<file path="src/rtl/mem_access_sequencer_pkg.sv">
// mem_access_sequencer_pkg: shared CPU definitions for the load/store sequencer.
// Holds the opcode constants, the 2-bit FSM state encoding and the
// default bus widths.
package mem_access_sequencer_pkg;

  localparam int unsigned ADDR_W_DEF = 8;
  localparam int unsigned DATA_W_DEF = 8;

  localparam logic [4:0] OP_LOAD  = 5'b00101;
  localparam logic [4:0] OP_STORE = 5'b00110;

  typedef enum logic [1:0] {
    ST_IDLE = 2'd0,
    ST_REQ  = 2'd1,
    ST_WB   = 2'd2,
    ST_DONE = 2'd3
  } state_t;

endpackage

</file>
<file path="src/rtl/mem_access_sequencer_if.sv">
// mem_access_sequencer_if: control-unit, memory and register-file signals
// of the load/store sequencer.
//   slave  : the sequencer (takes start/decode fields and memAck/memRData,
//            drives memReq/memWe/memAddr/memWData, Rin/regSel/rData,
//            stall/done/error)
//   master : the surrounding CPU / memory model
interface mem_access_sequencer_if #(
  parameter int unsigned ADDR_W = 8,
  parameter int unsigned DATA_W = 8
);
  logic              start;
  logic              isStore;
  logic [2:0]        regSelIn;
  logic [ADDR_W-1:0] addrIn;
  logic [DATA_W-1:0] wDataIn;
  logic              memAck;
  logic [DATA_W-1:0] memRData;
  logic              memReq;
  logic              memWe;
  logic [ADDR_W-1:0] memAddr;
  logic [DATA_W-1:0] memWData;
  logic              Rin;
  logic [2:0]        regSel;
  logic [DATA_W-1:0] rData;
  logic              stall;
  logic              done;
  logic              error;

  modport slave (
    input  start, isStore, regSelIn, addrIn, wDataIn, memAck, memRData,
    output memReq, memWe, memAddr, memWData, Rin, regSel, rData,
           stall, done, error
  );

  modport master (
    output start, isStore, regSelIn, addrIn, wDataIn, memAck, memRData,
    input  memReq, memWe, memAddr, memWData, Rin, regSel, rData,
           stall, done, error
  );
endinterface

</file>
<file path="src/rtl/mem_access_sequencer_timeout_counter.sv">
// mem_timeout_counter: counts memory-request cycles without acknowledge.
//   clk, rst : clock, asynchronous active-low reset
//   clear    : hold count at zero (asserted outside the request state)
//   enable   : count this cycle (request pending, no ack)
//   limit    : number of un-acked cycles allowed
//   expired  : this enabled cycle is the limit-th one
module mem_timeout_counter #(
  parameter int unsigned W = 4
) (
  input  logic         clk,
  input  logic         rst,
  input  logic         clear,
  input  logic         enable,
  input  logic [W-1:0] limit,
  output logic         expired
);
  localparam logic [W-1:0] ONE = W'(1);

  logic [W-1:0] cnt;

  always_ff @(posedge clk or negedge rst) begin
    if (!rst)        cnt <= '0;
    else if (clear)  cnt <= '0;
    else if (enable) cnt <= cnt + ONE;
  end

  // Flags the cycle whose increment would reach the limit, so exactly
  // 'limit' request cycles elapse before the abort.
  assign expired = enable && (cnt == limit - ONE);
endmodule

</file>
<file path="src/rtl/mem_access_sequencer.sv">
// mem_access_sequencer: multi-cycle load/store sequencer between the
// instruction control unit and the data-memory port.
//   clk  : system clock
//   rst  : asynchronous active-low reset
//   bus  : mem_access_sequencer_if.slave (decode inputs, memory handshake,
//          register-file write-back, stall/done/error)
// Optional macro MEM_TIMEOUT_EN: abort a request after TIMEOUT_CYCLES
// un-acked cycles, pulsing error together with done; otherwise error is 0.
module mem_access_sequencer
  import mem_access_sequencer_pkg::*;
#(
  parameter int unsigned ADDR_W         = ADDR_W_DEF,
  parameter int unsigned DATA_W         = DATA_W_DEF,
  parameter int unsigned TIMEOUT_CYCLES = 15
) (
  input  logic                         clk,
  input  logic                         rst,
  mem_access_sequencer_if.slave        bus
);
  if (TIMEOUT_CYCLES < 1) begin : g_chk
    $error("TIMEOUT_CYCLES must be at least 1");
  end

  state_t            state_q, state_d;
  logic              store_q;
  logic [2:0]        reg_q;
  logic [ADDR_W-1:0] addr_q;
  logic [DATA_W-1:0] wdata_q;
  logic [DATA_W-1:0] rdata_q;
  logic              timed_out;

`ifdef MEM_TIMEOUT_EN
  localparam int unsigned CW = $clog2(TIMEOUT_CYCLES + 1);
  logic expired;
  logic err_q;

  mem_timeout_counter #(.W(CW)) u_timeout (
    .clk    (clk),
    .rst    (rst),
    .clear  (state_q != ST_REQ),
    .enable ((state_q == ST_REQ) && !bus.memAck),
    .limit  (CW'(TIMEOUT_CYCLES)),
    .expired(expired)
  );
`else
  logic expired;
  assign expired = 1'b0;
`endif

  always_ff @(posedge clk or negedge rst) begin
    if (!rst) state_q <= ST_IDLE;
    else      state_q <= state_d;
  end

  always_comb begin
    state_d   = state_q;
    timed_out = 1'b0;
    unique case (state_q)
      ST_IDLE: if (bus.start) state_d = ST_REQ;
      ST_REQ: begin
        // Ack takes priority over an expiring timeout in the same cycle.
        if (bus.memAck)   state_d = store_q ? ST_DONE : ST_WB;
        else if (expired) begin
          state_d   = ST_DONE;
          timed_out = 1'b1;
        end
      end
      ST_WB:   state_d = ST_DONE;
      ST_DONE: state_d = ST_IDLE;
      default: state_d = ST_IDLE;
    endcase
  end

  always_ff @(posedge clk or negedge rst) begin
    if (!rst) begin
      store_q <= 1'b0;
      reg_q   <= '0;
      addr_q  <= '0;
      wdata_q <= '0;
      rdata_q <= '0;
    end else begin
      if (state_q == ST_IDLE && bus.start) begin
        store_q <= bus.isStore;
        reg_q   <= bus.regSelIn;
        addr_q  <= bus.addrIn;
        wdata_q <= bus.wDataIn;
      end
      if (state_q == ST_REQ && bus.memAck && !store_q)
        rdata_q <= bus.memRData;
    end
  end

`ifdef MEM_TIMEOUT_EN
  always_ff @(posedge clk or negedge rst) begin
    if (!rst) err_q <= 1'b0;
    else      err_q <= timed_out;
  end
  assign bus.error = (state_q == ST_DONE) && err_q;
`else
  assign bus.error = 1'b0;
`endif

  assign bus.memReq   = (state_q == ST_REQ);
  assign bus.memWe    = (state_q == ST_REQ) && store_q;
  assign bus.memAddr  = addr_q;
  assign bus.memWData = wdata_q;
  assign bus.Rin      = (state_q == ST_WB);
  assign bus.regSel   = reg_q;
  assign bus.rData    = rdata_q;
  assign bus.done     = (state_q == ST_DONE);
  assign bus.stall    = ((state_q == ST_IDLE) && bus.start) ||
                        (state_q == ST_REQ) || (state_q == ST_WB);

  logic unused_ok;
  assign unused_ok = timed_out;
endmodule

</file>
<file path="src/flat_wrapper.sv">
// flat-port wrapper written by rule: the top's interface ports become plain ports
module mem_access_sequencer_flat import mem_access_sequencer_pkg::*;
#(
  parameter int unsigned ADDR_W         = ADDR_W_DEF,
  parameter int unsigned DATA_W         = DATA_W_DEF,
  parameter int unsigned TIMEOUT_CYCLES = 15
)
  (clk, rst, bus_start, bus_isStore, bus_regSelIn, bus_addrIn, bus_wDataIn, bus_memAck, bus_memRData, bus_memReq, bus_memWe, bus_memAddr, bus_memWData, bus_Rin, bus_regSel, bus_rData, bus_stall, bus_done, bus_error);
  mem_access_sequencer_if #(.ADDR_W(ADDR_W), .DATA_W(DATA_W)) bus_i ();
  input  logic clk;
  input  logic rst;
  input wire logic [$bits(bus_i.start)-1:0] bus_start;
  input wire logic [$bits(bus_i.isStore)-1:0] bus_isStore;
  input wire logic [$bits(bus_i.regSelIn)-1:0] bus_regSelIn;
  input wire logic [$bits(bus_i.addrIn)-1:0] bus_addrIn;
  input wire logic [$bits(bus_i.wDataIn)-1:0] bus_wDataIn;
  input wire logic [$bits(bus_i.memAck)-1:0] bus_memAck;
  input wire logic [$bits(bus_i.memRData)-1:0] bus_memRData;
  output wire logic [$bits(bus_i.memReq)-1:0] bus_memReq;
  output wire logic [$bits(bus_i.memWe)-1:0] bus_memWe;
  output wire logic [$bits(bus_i.memAddr)-1:0] bus_memAddr;
  output wire logic [$bits(bus_i.memWData)-1:0] bus_memWData;
  output wire logic [$bits(bus_i.Rin)-1:0] bus_Rin;
  output wire logic [$bits(bus_i.regSel)-1:0] bus_regSel;
  output wire logic [$bits(bus_i.rData)-1:0] bus_rData;
  output wire logic [$bits(bus_i.stall)-1:0] bus_stall;
  output wire logic [$bits(bus_i.done)-1:0] bus_done;
  output wire logic [$bits(bus_i.error)-1:0] bus_error;
  assign bus_i.start = bus_start;
  assign bus_i.isStore = bus_isStore;
  assign bus_i.regSelIn = bus_regSelIn;
  assign bus_i.addrIn = bus_addrIn;
  assign bus_i.wDataIn = bus_wDataIn;
  assign bus_i.memAck = bus_memAck;
  assign bus_i.memRData = bus_memRData;
  assign bus_memReq = bus_i.memReq;
  assign bus_memWe = bus_i.memWe;
  assign bus_memAddr = bus_i.memAddr;
  assign bus_memWData = bus_i.memWData;
  assign bus_Rin = bus_i.Rin;
  assign bus_regSel = bus_i.regSel;
  assign bus_rData = bus_i.rData;
  assign bus_stall = bus_i.stall;
  assign bus_done = bus_i.done;
  assign bus_error = bus_i.error;
  mem_access_sequencer #(.ADDR_W(ADDR_W), .DATA_W(DATA_W), .TIMEOUT_CYCLES(TIMEOUT_CYCLES)) u_core (.clk(clk), .rst(rst), .bus(bus_i));
endmodule
</file>
<file path="config.mk">
export PLATFORM = sky130hd
export DESIGN_NAME = mem_access_sequencer_flat
export DESIGN_NICKNAME = d
export VERILOG_FILES = /design/src/rtl/mem_access_sequencer_pkg.sv /design/src/rtl/mem_access_sequencer_if.sv /design/src/rtl/mem_access_sequencer_timeout_counter.sv /design/src/rtl/mem_access_sequencer.sv /design/src/flat_wrapper.sv
export SDC_FILE = /design/constraint.sdc
export NUM_CORES = 1
export LEC_CHECK = 0
export BUFFER_PORTS_ARGS = -buffer_cell sky130_fd_sc_hd__buf_2
export CAP_MARGIN = 5
export CORE_MARGIN = 8
export CORE_UTILIZATION = 44
export CTS_BUF_LIST = sky130_fd_sc_hd__clkbuf_8
export CTS_CLUSTER_SIZE = 20
export DETAILED_ROUTE_END_ITERATION = 16
export GPL_TIMING_DRIVEN = 1
export PLACE_DENSITY = 0.87
export SYNTH_ARGS = -nofsm -noshare
export SYNTH_HDL_FRONTEND = slang
export SYNTH_SLANG_ARGS = --single-unit
</file>
<file path="constraint.sdc">
create_clock -name clk -period 2.8 [get_ports clk]
set_clock_uncertainty 0.1 [all_clocks]
set_input_delay 0.84 -clock clk [delete_from_list [all_inputs] [get_ports clk]]
set_output_delay 0.84 -clock clk [all_outputs]
set_load 0.02 [all_outputs]
</file>
==> results.cfg, run 1 <==
[clock_network]
cts_tree = yes
post_cts_resized = 0
cts_htree_levels = 2
cts.clk_slew.worst_paths_ns = 0.06
cts_buffers = 5
cts.sinks = 30
cts_buffer_depth = 2
holdBufCountCts = 0
root_buffer = clkbuf_8
clock_latency_ns = 0.26
cts_setup_buffers = 0

[finish]
postLayoutCellArea_sq_um = 1670
drive_above_1_share_pct = 48.0
nFillCells = 237
num-nets-final = 186
final-instance-count-excl-fill = 181
area_delta_synth_final_pct = 35.2
n_antenna_cell = 0

[yosys]
synth_nets = 118
netlist_instances = 81
syn_area_per_cell_sq_um = 15.3
ys_seq_area_share_pct = 60.6
syn_area_sq_um = 1240
ys_types = 16
yosys_warnings = 0
ys_seq_elements = 30

[worst_setup_path]
crit_path_end_kind = output pin
critPathLaunchType = register
crit_path_max_fanout = 5
crit_required_ns = 1.86
crit_type = register to output pin
crit_arrival_ns = 1.43

[routing]
ant_nets = 0
drt_iter0_markers = 14
drc_errors = 0
routedWlPerCell_microns = 16.3
vias_per_cell = 4.91
vias = 888
totalWireLength_microns = 2960
drt_first_pass_iters = 4

[timing]
fin_crit_ns = 2.37
worst_pin_slew_ns = 0.647
fmax_mhz = 421
final-setup-viol-count = 0
slew_headroom_pct = 56.9
hold_viol = 0
fin_tns_setup_ns = 0
finalCritPeriodShare_pct = 84.8
maxSlewViolCount = 0
rsz0062_at_grt = false

[min_path]
hp-class = register to register

[placed_design]
gp_congestion = 0.678
postPlaceCellArea_sq_um = 1580
io_buffer_count = 63
place_inst = 173
hpwlAfterDp_microns = 2440

[pwr]
leakagePower_nw = 0.872
powerDensity_nw_per_um2 = 1260
ir_drop_v = 0.000788

[global_routing]
grt_start_max_net_pins = 31
grt_pass1_vias = 1141
grt_overflow_total = 0
grt_pass1_wl_microns = 5010
antenna_found_initial = 0
grtUsageTotal_pct = 12.6

[floorplanning]
start_util_pct = 45.7
ios = 65
num_rows = 19
die_h_microns = 69.1
dieArea_sq_um = 4770
fp.coreArea_sq_um = 2710
fp.dieW_microns = 69.1

[job]
drv_cap = 0

[outcome]
status = finished clean
## flip-flops by register name, summed over array words and instances (netlist names)
name,flops
u_core.bus.regSel,3
u_core.state_q,2
u_core.bus.memAddr,8
u_core.bus.memWData,8
u_core.bus.rData,8
u_core.store_q,1
## cell usage in the layout, fill, tap and decap left out, types with 2 or more instances in the layout
| cell | n |
|---|---|
| inv_1 | 2 |
| nor2b_1 | 2 |
| mux2_1 | 29 |
| nor2_1 | 2 |
| clkbuf_8 | 6 |
| dfrtp_1 | 30 |
| ha_1 | 5 |
| nand2_1 | 2 |
| buf_2 | 63 |
## layer usage
layer / vias up / global-route usage (%) / part of all wire (%)
met5: - / 0 / 0
met4: 0 / 4.10 / 0.27
met3: 2 / 6.87 / 10
met2: 37 / 23.6 / 55
met1: 436 / 10.9 / 34
li1: 413 / - / -
## path summary, 6_finish.rpt
check	slack [ns]	endpoint	start	cells after the start
max in group asynchronous	1.69	u_core.state_q[0]	rst	1
setup reg to reg	1.04	u_core.bus.regSel[0]	u_core.state_q[0]	5
min in group asynchronous	0.50	u_core.bus.memAddr[5]	rst	1
hold / removal	0.39	u_core.bus.memAddr[7]	u_core.bus.memAddr[7]	1
setup / recovery	0.43	bus_memWe	u_core.state_q[1]	4
hold reg to reg	0.39	u_core.bus.memAddr[7]	u_core.bus.memAddr[7]	1
## Yosys cell counts
cell	instances	share of area, %
nand3b_2	1	0.91
o31ai_1	1	0.61
conb_1	1	0.30
nor2b_1	2	1.0
mux2_1	29	26
ha_1	5	5.1
nor2_1	2	0.61
clkinv_1	1	0.30
inv_1	1	0.30
nand2_1	2	0.61
o41a_1	1	0.91
dfrtp_1	30	61
and2_1	1	0.51
buf_4	1	0.61
buf_2	2	0.81
or2_1	1	0.51
## cell type report
class / count / area (sq um) / share of cell area [%]
Timing Repair Buffer: 64 / 323 / 19.3
Clock buffer: 6 / 82.6 / 4.93
Tap cell: 31 / 38.8 / 2.32
Multi-Input combinational cell: 46 / 463 / 27.7
Sequential cell: 30 / 751 / 44.8
Inverter: 2 / 7.51 / 0.448
Clock inverter: 2 / 8.76 / 0.523
## report_power, final
group	total [W]	internal, W	switching (W)
logic	0.000990	0.000390	0.000600
registers	0.000776	0.000659	0.000117
clock network	0.000339	0.000194	0.000145
total	0.00211	0.00124	0.000862
## through the flow
| step | setup slack [ns] | total power (W) | util, % | hold WS, ns |
|---|---|---|---|---|
| 2_1_floorplan | 0.564 | 0.00141 | - | 0.370 |
| 3_3_place_gp | 0.625 | 0.00173 | 58.4 | 0.368 |
| 3_5_place_dp | 0.620 | 0.00180 | 58.4 | 0.376 |
| 4_1_cts | 0.417 | 0.00215 | 61.8 | 0.394 |
| 5_1_grt | 0.329 | 0.00225 | 61.8 | 0.409 |
| 6_report | 0.425 | 0.00211 | 61.8 | 0.387 |
## critical path: stages (launching register included)
cell     delay (ns)
dfrtp_1        0.42
inv_1          0.13
ha_1           0.28
and2_1         0.18
buf_2          0.17
## cell families after synthesis
| group | count (synthesis) | share of synthesized area (%) |
|---|---|---|
| DFF | 30 | 60.6 |
| muxes | 29 | 26.4 |
| and+or+nand+nor | 9 | 4.14 |
| buffers and inverters | 5 | 2.02 |
| adders and majority gates | 5 | 5.05 |
| AOI/OAI and AO/OA | 2 | 1.52 |
| other | 1 | 0.303 |
No activity file was read; power rests on OpenSTA's default activity.
==> run 2, diff against run 1 <==
--- a/config.mk
+++ b/config.mk
@@ -8,12 +8,12 @@
 export BUFFER_PORTS_ARGS = -buffer_cell sky130_fd_sc_hd__buf_2
 export CAP_MARGIN = 5
 export CORE_MARGIN = 8
-export CORE_UTILIZATION = 44
+export CORE_UTILIZATION = 41
 export CTS_BUF_LIST = sky130_fd_sc_hd__clkbuf_8
 export CTS_CLUSTER_SIZE = 20
 export DETAILED_ROUTE_END_ITERATION = 16
 export GPL_TIMING_DRIVEN = 1
-export PLACE_DENSITY = 0.87
+export PLACE_DENSITY = 0.86
 export SYNTH_ARGS = -nofsm -noshare
 export SYNTH_HDL_FRONTEND = slang
 export SYNTH_SLANG_ARGS = --single-unit
==> constraint.sdc (replaced) <==
create_clock -name clk -period 1.99 [get_ports clk]
set_clock_uncertainty 0.1 [all_clocks]
set_input_delay 0.597 -clock clk [delete_from_list [all_inputs] [get_ports clk]]
set_output_delay 0.597 -clock clk [all_outputs]
set_load 0.02 [all_outputs]
==> run 2 against run 1 <==
Effect of this change: sequential power is 43% higher; non-clock buffer count is 7 higher; count of clock-buffer cells in the layout down 1; utilization is 1.1 points lower; largest power group unchanged; critical path type unchanged; worst hold slack lost 0.13 ns; sequential cell count is the same.
==> results.cfg, run 2 (synthesis results as in run 1) <==
[outcome]
status = finished clean

[global_routing]
antenna_found_initial = 0
grt_overflow_total = 0
grtUsageTotal_pct = 12.5
grt_pass1_wl_microns = 4990
grt_start_max_net_pins = 31
grt_pass1_vias = 1086

[finish]
area_delta_synth_final_pct = 44.6
n_antenna_cell = 0
nFillCells = 252
postLayoutCellArea_sq_um = 1790
utilization_pct = 60.7
layout_common_cells = 61 x buf_2, 29 x mux2_1, 29 x dfrtp_1, 8 x buf_4, 5 x clkbuf_8
drive_above_1_share_pct = 54.8
num-nets-final = 193
final-instance-count-excl-fill = 190
final_common_cell = buf_2

[timing]
worst_pin_slew_ns = 0.661
hold_viol = 0
maxSlewViolCount = 0
rsz0062_at_grt = true
final-setup-viol-count = 0
fin_crit_ns = 1.96
slew_headroom_pct = 55.9
fmax_mhz = 509
finalCritPeriodShare_pct = 98.7

[placed_design]
hpwlAfterDp_microns = 2390
postPlaceCellArea_sq_um = 1590
io_buffer_count = 63
place_inst = 175
gp_congestion = 0.635

[routing]
dr_wl_met3_microns = 294
ant_nets = 0
vias = 905
maxUsedRoutingLayer = met4
routedWlPerCell_microns = 16.1
wl_met1_microns = 1190
drt_first_pass_iters = 3
drc_errors = 0
vias_per_cell = 4.76
drt_iter0_markers = 19
totalWireLength_microns = 3060
route.met2.wl_microns = 1560

[floorplanning]
start_util_pct = 41.9
ios = 65
die_h_microns = 71.0
dieArea_sq_um = 5040
fp.dieW_microns = 71.0
num_rows = 20
fp.coreArea_sq_um = 2950

[clock_network]
cts_buffer_depth = 2
cts_buffers = 5
cts_tree = yes
cts_htree_levels = 2
clock_latency_ns = 0.27
cts.sinks = 30
root_buffer = clkbuf_8
cts.clk_slew.worst_paths_ns = 0.07
holdBufCountCts = 0

[worst_setup_path]
crit_type = register to output pin
crit_arrival_ns = 1.27
crit_required_ns = 1.29
critPathLaunchType = register
crit_path_max_fanout = 4
crit_path_end_kind = output pin

[min_path]
hp-class = input pin to async pin

[job]
drv_cap = 0

[pwr]
powerDensity_nw_per_um2 = 1830
leakagePower_nw = 0.915
ir_drop_v = 0.000877
==> run 2: cell types whose count changed in the layout (fill, tap and decap cells not counted), sizes merged <==
cell / previous run / this run
buf: 64 / 71
bufinv: 0 / 1
clkbuf: 6 / 5
clkinv: 2 / 1
clkinvlp: 0 / 1
==> run 2: final cells by class <==
type                       count  area [sq um]  area share, %
tap                           33          41.3           2.30
inverter                       2          12.5          0.698
timing repair buffer          71           388           21.6
multi-input combinational     46           488           27.2
sequential                    30           752           42.0
clock buffer                   5          68.8           3.84
clock inverter                 3          41.3           2.30
==> run 2: final timing paths <==
kind / slack, ns / endpoint / depth (start not counted) / start
max in group asynchronous: 1.07 / u_core.state_q[0] / 1 / rst
max reg2reg: 0.24 / u_core.state_q[1] / 6 / u_core.state_q[1]
max: 0.03 / bus_memWe / 4 / u_core.state_q[1]
min in group clk: 0.38 / u_core.bus.memWData[6] / 1 / u_core.bus.memWData[6]
min: 0.25 / u_core.bus.rData[4] / 1 / rst
min reg2reg: 0.38 / u_core.bus.memWData[6] / 1 / u_core.bus.memWData[6]
==> run 2: where the power goes <==
part / switching (W) / internal (W) / total, W
Sequential: 0.000183 / 0.000929 / 0.00111
Combinational: 0.000893 / 0.000694 / 0.00159
Clock: 0.000220 / 0.000368 / 0.000588
==> run 2: critical path, stage by stage (launching register included) <==
cell	delay [ns]
dfrtp_1	0.43
inv_2	0.12
ha_4	0.18
and2_4	0.16
buf_6	0.11
==> run 2: through the flow <==
step	total power [W]	TNS, ns	setup WS, ns	hold WS [ns]
3_3_place_gp	0.00243	0	0.253	0.369
5_1_grt	0.00349	-0.0560	-0.0303	0.293
3_5_place_dp	0.00251	0	0.164	0.376
4_1_cts	0.00323	0	0.00145	0.259
6_report	0.00329	0	0.0265	0.253
2_1_floorplan	0.00199	0	0.123	0.201
==> run 2: what timing repair did <==
action,4_1_cts,5_1_grt
buffers inserted,4,3
resized for setup,8,6
setup endpoints to repair,2,2
pin swaps,0,4
==> run 2: per-layer routing <==
| layer | global-route usage [%] | up-vias |
|---|---|---|
| li1 | - | 426 |
| met1 | 12.4 | 437 |
| met2 | 20.9 | 40 |
| met3 | 7.63 | 2 |
| met4 | 4.85 | 0 |
| met5 | 0 | - |
